**config.mk**
```make
export PLATFORM = sky130hd
export DESIGN_NAME = system_reset_ctrl
export DESIGN_NICKNAME = d
export VERILOG_FILES = /design/src/rtl/system_reset_ctrl.sv
export SDC_FILE = /design/constraint.sdc
export NUM_CORES = 1
export LEC_CHECK = 0
export ABC_AREA = 1
export CORE_UTILIZATION = 40
export CTS_BUF_LIST = sky130_fd_sc_hd__clkbuf_8
export DETAILED_ROUTE_END_ITERATION = 12
export PLACE_DENSITY = 0.67
export SKIP_LAST_GASP = 1
export SLEW_MARGIN = 5
export SYNTH_ARGS = -nofsm -noshare
export SYNTH_HDL_FRONTEND = slang
export SYNTH_SLANG_ARGS = --single-unit
```
**constraint.sdc**
```tcl
create_clock -name clk -period 3 [get_ports clk]
set_input_delay 0.3 -clock clk [delete_from_list [all_inputs] [get_ports clk]]
set_output_delay 0.3 -clock clk [all_outputs]
set_load 0.01 [all_outputs]
```
**src/rtl/system_reset_ctrl.sv**
```systemverilog
// Reset sequencer: merges watchdog, debug and keyed software reset requests, holds all
// domains in reset, then releases them in staggered order. Cause/count behind Avalon-MM.
module system_reset_ctrl #(
    parameter int          NUM_DOMAINS    = 3,
    parameter int          HOLD_CYCLES    = 16,
    parameter int          STAGGER_CYCLES = 4,
    parameter logic [7:0]  SW_KEY         = 8'hA5
) (
    input  logic                   clk,
    input  logic                   reset_n,
    input  logic                   wdt_resetrequest,
    input  logic                   dbg_resetrequest,
    input  logic [1:0]             address,
    input  logic                   chipselect,
    input  logic                   write_n,
    input  logic [15:0]            writedata,
    output logic [15:0]            readdata,
    output logic [NUM_DOMAINS-1:0] reset_out_n,
    output logic                   reset_active
);

    localparam int HOLD_W = $clog2(HOLD_CYCLES + 1);
    localparam int STG_W  = $clog2(STAGGER_CYCLES + 1);
    localparam int IDX_W  = (NUM_DOMAINS > 1) ? $clog2(NUM_DOMAINS) : 1;

    localparam logic [HOLD_W-1:0] HOLD_LOAD = HOLD_W'(HOLD_CYCLES - 1);
    localparam logic [STG_W-1:0]  STG_LOAD  = STG_W'(STAGGER_CYCLES - 1);
    localparam logic [IDX_W-1:0]  LAST_IDX  = IDX_W'(NUM_DOMAINS - 1);

    typedef enum logic [1:0] {
        ST_RUN     = 2'd0,
        ST_ASSERT  = 2'd1,
        ST_RELEASE = 2'd2
    } state_t;

    state_t            state;
    logic [HOLD_W-1:0] hold_cnt;
    logic [STG_W-1:0]  stg_cnt;
    logic [IDX_W-1:0]  idx;
    logic              dbg_meta;
    logic              dbg_sync;
    logic [3:0]        cause;
    logic [7:0]        count;
    logic [15:0]       rd_mux;

    logic bus_wr;
    logic sw_req;
    logic req;
    logic entry;
    logic cause_wr;
    logic count_wr;

    assign bus_wr   = chipselect & ~write_n;
    assign sw_req   = bus_wr && (address == 2'd1) && (writedata[7:0] == SW_KEY);
    assign req      = wdt_resetrequest | dbg_sync | sw_req;
    assign entry    = req && (state != ST_ASSERT);
    assign cause_wr = bus_wr && (address == 2'd0);
    assign count_wr = bus_wr && (address == 2'd2);

    // Debug request arrives from another clock domain.
    always_ff @(posedge clk or negedge reset_n) begin
        if (!reset_n) begin
            dbg_meta <= 1'b0;
            dbg_sync <= 1'b0;
        end else begin
            dbg_meta <= dbg_resetrequest;
            dbg_sync <= dbg_meta;
        end
    end

    always_ff @(posedge clk or negedge reset_n) begin
        if (!reset_n) begin
            state        <= ST_ASSERT;
            hold_cnt     <= HOLD_LOAD;
            stg_cnt      <= '0;
            idx          <= '0;
            reset_out_n  <= '0;
            reset_active <= 1'b1;
        end else begin
            case (state)
                ST_ASSERT: begin
                    if (req) begin
                        hold_cnt <= HOLD_LOAD;
                    end else if (hold_cnt != '0) begin
                        hold_cnt <= hold_cnt - HOLD_W'(1);
                    end else begin
                        reset_out_n[0] <= 1'b1;
                        if (NUM_DOMAINS == 1) begin
                            state        <= ST_RUN;
                            reset_active <= 1'b0;
                        end else begin
                            state   <= ST_RELEASE;
                            idx     <= IDX_W'(1);
                            stg_cnt <= STG_LOAD;
                        end
                    end
                end
                ST_RUN, ST_RELEASE: begin
                    if (req) begin
                        state        <= ST_ASSERT;
                        reset_active <= 1'b1;
                        reset_out_n  <= '0;
                        hold_cnt     <= HOLD_LOAD;
                    end else if (state == ST_RELEASE) begin
                        if (stg_cnt != '0) begin
                            stg_cnt <= stg_cnt - STG_W'(1);
                        end else begin
                            reset_out_n[idx] <= 1'b1;
                            if (idx == LAST_IDX) begin
                                state        <= ST_RUN;
                                reset_active <= 1'b0;
                            end else begin
                                idx     <= idx + IDX_W'(1);
                                stg_cnt <= STG_LOAD;
                            end
                        end
                    end
                end
                // Unreachable encoding: fall back into a full reset sequence.
                default: begin
                    state        <= ST_ASSERT;
                    reset_active <= 1'b1;
                    reset_out_n  <= '0;
                    hold_cnt     <= HOLD_LOAD;
                end
            endcase
        end
    end

    // A source setting its cause bit on the same edge as a W1C clear keeps the bit.
    always_ff @(posedge clk or negedge reset_n) begin
        if (!reset_n) begin
            cause <= 4'b0001;
            count <= 8'd0;
        end else begin
            cause <= (cause & ~(cause_wr ? writedata[3:0] : 4'b0000))
                   | {sw_req, dbg_sync, wdt_resetrequest, 1'b0};
            if (count_wr)
                count <= entry ? 8'd1 : 8'd0;
            else if (entry && (count != 8'hFF))
                count <= count + 8'd1;
        end
    end

    always_comb begin
        rd_mux = 16'h0000;
        case (address)
            2'd0: rd_mux = {12'h000, cause};
            2'd2: rd_mux = {8'h00, count};
            2'd3: rd_mux = {8'(reset_out_n), 6'b000000, state};
            default: rd_mux = 16'h0000;
        endcase
    end

    always_ff @(posedge clk or negedge reset_n) begin
        if (!reset_n)
            readdata <= 16'h0000;
        else
            readdata <= rd_mux;
    end

endmodule

```
==> summary.txt, run 1 <==
Route
  • Drt wl/cell: 11.16 um
  • Top Layer Used: met4
  • DR DRC count: 0
  • Initial DRC count: 74
  • Vias/cell: 4.777
  • WL met3: 152 um
  • Routed Antenna Nets: 0
  • Vias: 1906
  • Pre-antenna DRT Iters: 4
  • DR WL met2: 2140 um
  • Met1 Wirelength: 2100 um
  • Final WL: 4451 um

Clocking
  • Postcts setup bufs: 0
  • H-tree levels: 2
  • TritonCTS Sinks: 41
  • Cts hold-fix bufs: 0
  • CTS Buf Count: 5
  • Clk_lat worst skew: 0.30 ns
  • Clock root buffer: clkbuf_8
  • CTS tree: yes
  • Post-CTS resize count: 0
  • Clk slew on worst S/H paths: 0.08 ns
  • Clock Path Buffers: 2

Timing
  • Clk_skew: 0.004284 ns
  • Final setup viols: 0
  • Slew Limit Fails: 0
  • Relative slew margins: 41.42%
  • Final Hold Viols: 0
  • RSZ-0062 raised after global routing: no
  • Slew of the pin with the lowest slew margin: 0.8788 ns
  • F_max: 454.2 MHz
  • Fin crit share: 73.40%
  • Minimum clock period: 2.202 ns
  • Final TNS setup: 0 ns

Worst setup path
  • CP max FO: 8
  • CP arrival: 2.40 ns
  • R2r startpoint: state[0]
  • Critical path launch point type: flip-flop
  • Reg-to-Reg End: state[1]
  • R2R Setup Slk: 0.80 ns
  • Crit Path Class: flip-flop to flip-flop
  • Reg2Reg Depth: 10
  • Crit end category: flip-flop
  • Data required, critical path: 3.19 ns

Power
  • Lkg Pwr: 1.374 nW
  • Pwr Density: 643.7 mW/mm^2
  • Maximum VDD drop: 482.7 uV

Run
  • Max-cap viol count: 0

GRT
  • First-pass GRT wire length: 7907 um
  • Initial antenna violation count: 0
  • Global Route Usage Sum: 16.27%
  • Largest net degree at the start of global routing: 42
  • Number of global-route vias before repair: 1837
  • Gr ovfl total: 0

Floorplan
  • Initial Util: 42.35%
  • Die width: 79.05 um
  • Die height: 79.05 um
  • Floorplan Core Area: 0.005608 mm^2
  • Num ports: 44
  • Num rows: 27
  • Full die area: 0.006249 mm^2

Place
  • DP Wirelength: 3296 um
  • Area after DPL: 0.002706 mm^2
  • RePlAce Congestion: 0.7842
  • PortBufs: 30

Finish
  • Final Cell Area: 0.002840 mm^2
  • NumNets Final: 361
  • Most frequent cells in the layout: nand2_1, inv_1, dfrtp_1
  • Layout cells sized above 1: 11.31%
  • Fill cells: 567
  • Most common cell after layout, fill and taps aside: nand2_1
  • Antenna diode count: 0
  • Synthesis-to-layout area growth: 19.60%
  • Fin util: 50.65%

Run status
  • Status: completed

Synth
  • Register area share after synthesis: 43.57%
  • Avg Cell Area, Syn: 8.133 um^2
  • Synth cell types: 28
  • Synthesized area: 0.002375 mm^2
  • YS warnings: 0
  • Mapped Cells: 292
  • Yosys reg bits: 41

Hold path
  • Hold WC Path Type: input pin to async pin
==> critical path, stage by stage (launching register included) <==
cell     delay, ns
dfstp_2       0.59
inv_1         0.15
ha_1          0.26
nor2_1        0.28
nor2_1        0.14
inv_1         0.10
nand2_1       0.05
nand3_1       0.24
nand3_1       0.15
nand2_1       0.09
nand2_1       0.05
==> cell families after synthesis <==
logic type | share of synthesized area, %
xor gates and xnor gates | 3.319
other | 0.1579
buffers and inverters | 9.220
DFF | 43.57
and+or+nand+nor | 32.40
adders and majority gates | 5.795
AOI/OAI and AO/OA | 5.532
==> layer usage <==
| layer | GRT usage, % | up-vias |
|---|---|---|
| met5 | 0 | - |
| met4 | 7.636 | 0 |
| met3 | 3.218 | 6 |
| met2 | 27.50 | 34 |
| met1 | 19.83 | 880 |
| li1 | - | 986 |
==> registers in the layout (all words and copies together) (netlist names) <==
signal and flops:
cause 4, state 2, stg_cnt 3, hold_cnt 5, reset_active 1, dbg_meta 1, idx 2, count 8
reset_out_n 3, readdata 11, dbg_sync 1
==> stage by stage <==
step | setup slack (ns) | total power [mW] | hold slack (ns) | std cells
after floorplan | 1.183 | 1.153 | 0.004409 | 296
after global placement | 0.8972 | 1.303 | 0.3343 | 391
after detailed placement | 0.8661 | 1.317 | 0.3418 | 391
after CTS | 0.8248 | 1.855 | 0.1505 | 399
after global routing | 0.6250 | 1.959 | 0.1952 | 399
final | 0.7981 | 1.828 | 0.1162 | 399
==> layout make-up <==
| type | count | area [um^2] | share of cell area (%) |
|---|---|---|---|
| multi-input combinational | 208 | 1136 | 40.00 |
| sequential | 41 | 1035 | 36.43 |
| timing repair buffer | 30 | 295.3 | 10.40 |
| inverter | 40 | 150.1 | 5.286 |
| tap | 72 | 90.09 | 3.172 |
| clock buffer | 5 | 68.82 | 2.423 |
| clock inverter | 3 | 65.06 | 2.291 |
==> synthesized netlist by cell type <==
master | n | area (um^2)
nor3_1 | 5 | 25.02
inv_1 | 39 | 146.4
buf_4 | 5 | 37.54
o21ai_0 | 7 | 35.03
xnor2_1 | 4 | 35.03
dfstp_2 | 7 | 183.9
nand2_1 | 78 | 292.8
nand2_2 | 3 | 18.77
dfrtp_1 | 34 | 850.8
o21ai_2 | 7 | 61.31
ha_1 | 11 | 137.6
nand2_8 | 1 | 20.02
nand2_4 | 1 | 11.26
nand3_1 | 29 | 145.1
a21o_1 | 1 | 7.510
o221ai_1 | 2 | 17.52
nor2_4 | 1 | 11.26
nor2_2 | 3 | 18.77
buf_6 | 1 | 11.26
xor2_1 | 5 | 43.79
nand4_1 | 7 | 43.79
nand3_2 | 1 | 10.01
conb_1 | 1 | 3.750
buf_12 | 1 | 20.02
a21oi_1 | 2 | 10.01
nand3_4 | 3 | 52.55
inv_2 | 1 | 3.750
nor2_1 | 32 | 120.1
==> how the worst max path moves through the flow <==
stage,start,to,slack (ns)
after floorplan,state[0],state[1],1.18
after global routing,state[0],state[1],0.63
after global placement,state[0],state[1],0.90
after detailed placement,state[0],hold_cnt[4],0.87
after CTS,state[0],state[1],0.82
final,state[0],state[1],0.80
==> power by group <==
group	leakage (nW)	total [mW]	internal, mW	switching, mW
clock network	0.0681	0.526	0.330	0.195
registers	0.507	0.750	0.661	0.0895
logic	0.798	0.553	0.241	0.311
Power figures use the tool's default switching activity.
==> run 2, diff against run 1 <==
- PLACE_DENSITY: 0.67 -> 0.69
- clock period: 3 -> 1.8 ns (I/O delays scaled with it)
==> summary.txt, run 2 (same netlist as run 1, synthesis figures left out) <==
Place
  • DP Wirelength: 3627 um (+10%)
  • Area after DPL: 0.002846 mm^2 (+5.2%)
  • Placed cells: 406 (+3.8%)
  • RePlAce Congestion: 0.7754 (-1.1%)
  • PortBufs: 30 (unchanged)
  • Pre-CTS setup slack: 0.04612 ns (-0.8200 ns)

Worst setup path
  • CP arrival: 1.90 ns (-0.50 ns)
  • Delay-heaviest family, CP: simple AND/OR/NAND/NOR gates
  • Crit end category: flip-flop
  • Max stage delay on crit path: 0.53 ns (-0.06 ns)
  • Critical path launch point type: flip-flop
  • CP bufs+invs: 2 (unchanged)
  • Slowest CP cell: dfstp_2
  • Crit Path Class: flip-flop to flip-flop
  • Worst-path cell chain: inv_1, ha_1, nor2_2, nor2_1, inv_1, nand2_1, nand3_4, nand3_1, nand2_1, nand2_1
  • Data required, critical path: 1.99 ns (-1.20 ns)
  • CP max FO: 7 (-1)
  • Most frequent CP cell: nand2_1

Floorplan
  • Num ports: 44 (unchanged)
  • Initial Util: 42.35% (unchanged)
  • Die width: 79.05 um (unchanged)
  • Die height: 79.05 um (unchanged)
  • Full die area: 0.006249 mm^2 (unchanged)
  • Floorplan Core Area: 0.005608 mm^2 (unchanged)
  • Num rows: 27 (unchanged)

Timing
  • Relative slew margins: 66.19% (+25 points)
  • F_max: 582.9 MHz (+28%)
  • Final worst-path setup slack: 0.08438 ns (-0.7137 ns)
  • RSZ-0062 raised after global routing: yes
  • Final setup viols: 0 (unchanged)
  • Minimum clock period: 1.716 ns (-0.4863 ns)
  • Final Hold Viols: 0 (unchanged)
  • Slew of the pin with the lowest slew margin: 0.5072 ns (-0.3715 ns)
  • Fin crit share: 95.31% (+22 points)
  • Clk_skew: 0.008381 ns (+0.004097 ns)
  • Slew Limit Fails: 0 (unchanged)

Finish
  • Most frequent cells in the layout: nand2_1, inv_1, dfrtp_1
  • Antenna diode count: 0 (unchanged)
  • Largest regs: readdata (11), count (8), hold_cnt (5)
  • Layout cells sized above 1: 16.57% (+5.3 points)
  • Synthesis-to-layout area growth: 25.61%
  • Largest register FFs: 11 (unchanged)
  • Largest register by flop count: readdata
  • NumNets Final: 378 (+4.7%)
  • Final Cell Area: 0.002983 mm^2 (+5.0%)
  • Fin cells: 416 (+4.3%)
  • Fin util: 53.19% (+2.5 points)
  • Most common cell after layout, fill and taps aside: nand2_1

Power
  • Lkg Pwr: 1.447 nW (+5.3%)
  • Pwr Density: 982.3 mW/mm^2 (+53%)
  • Internal power: 1.920 mW (+56%)
  • Clock network power share: 22.8% (-5.9 points)
  • Switch share: 34.47% (+1.9 points)
  • Sw Pwr: 1.010 mW (+69%)
  • Maximum VDD drop: 618.2 uV (+28%)
  • Sequential group share of total power: 42.4% (+1.4 points)
  • Comb power frac: 34.7% (+4.5 points)

Route
  • Initial DRC count: 78 (+5.4%)
  • Drt wl/cell: 11.41 um (+2.2%)
  • Vias: 1965 (+3.1%)
  • DR DRC count: 0 (unchanged)
  • Routed Antenna Nets: 0 (unchanged)
  • Final WL: 4745 um (+6.6%)
  • Vias/cell: 4.724 (-1.1%)
  • Pre-antenna DRT Iters: 4 (unchanged)

Clocking
  • TritonCTS Sinks: 41 (unchanged)
  • Clock root buffer: clkbuf_8
  • Clk slew on worst S/H paths: 0.07 ns (about the same)
  • H-tree levels: 2 (unchanged)
  • Clock Path Buffers: 2 (unchanged)
  • CTS Buf Count: 5 (unchanged)
  • CTS tree: yes
  • Clk_lat worst skew: 0.30 ns (about the same)

GRT
  • Initial antenna violation count: 0 (unchanged)
  • Largest net degree at the start of global routing: 23 (-45%)
  • Gr ovfl total: 0 (unchanged)
  • Global Route Usage Sum: 17.46% (+1.2 points)
  • First-pass GRT wire length: 8542 um (+8.0%)
  • Number of global-route vias before repair: 1977 (+7.6%)

Hold path
  • Hold WC Path Type: input pin to flip-flop

Run
  • Max-cap viol count: 0 (unchanged)

Run status
  • Status: completed
run 2: worst paths after layout:
kind                                   from     endpoint  slack, ns  cells past startpoint
max                                state[0]     state[1]       0.08                     10
min                        dbg_resetrequest     dbg_meta       0.33                      1
max reg2reg                        state[0]     state[1]       0.08                     10
min reg2reg                        dbg_meta     dbg_sync       0.36                      0
max in group asynchronous           reset_n     state[0]       0.85                      3
min in group asynchronous           reset_n  readdata[4]       0.38                      2
run 2: layer usage:
layer	routed length (um)	GRT usage (%)	share of wire (%)	vias up
li1	-	-	-	1011
met1	2174	21.79	46	922
met2	2379	29.74	50	25
met3	120	3.448	2.5	7
met4	71	6.364	1.5	0
met5	0	0	0	-
run 2: metrics by stage:
stage | hold slack, ns | total power, mW | TNS [ns]
after floorplan | -0.1156 | 1.922 | 0
after global placement | 0.1756 | 2.246 | 0
after detailed placement | 0.1811 | 2.270 | 0
after CTS | 0.3213 | 2.950 | 0
after global routing | 0.3190 | 3.155 | -0.2243
final | 0.3253 | 2.930 | 0
run 2: power groups by stage:
stage / registers, mW / clock network (mW) / logic [mW]
after CTS: 1.25 / 0.683 / 1.02
after floorplan: 1.26 / 0 / 0.658
after detailed placement: 1.26 / 0 / 1.01
final: 1.24 / 0.669 / 1.02
after global routing: 1.27 / 0.721 / 1.16
after global placement: 1.26 / 0 / 0.987
run 2: what timing repair did:
action / in CTS / in global routing
setup endpoints to repair: 0 / 9
gates resized for setup: 0 / 4
hold buffers: 1 / 0
endpoints found under the hold margin: 16 / 0
setup buffers: 0 / 1
run 2: layout make-up:
type | instances | area, um^2
Fill cell | 550 | 2625
Multi-Input combinational cell | 208 | 1156
Sequential cell | 41 | 1035
Timing Repair Buffer | 47 | 450.4
Inverter | 40 | 150.1
Clock buffer | 7 | 96.34
Tap cell | 72 | 90.09
Clock inverter | 1 | 5.005
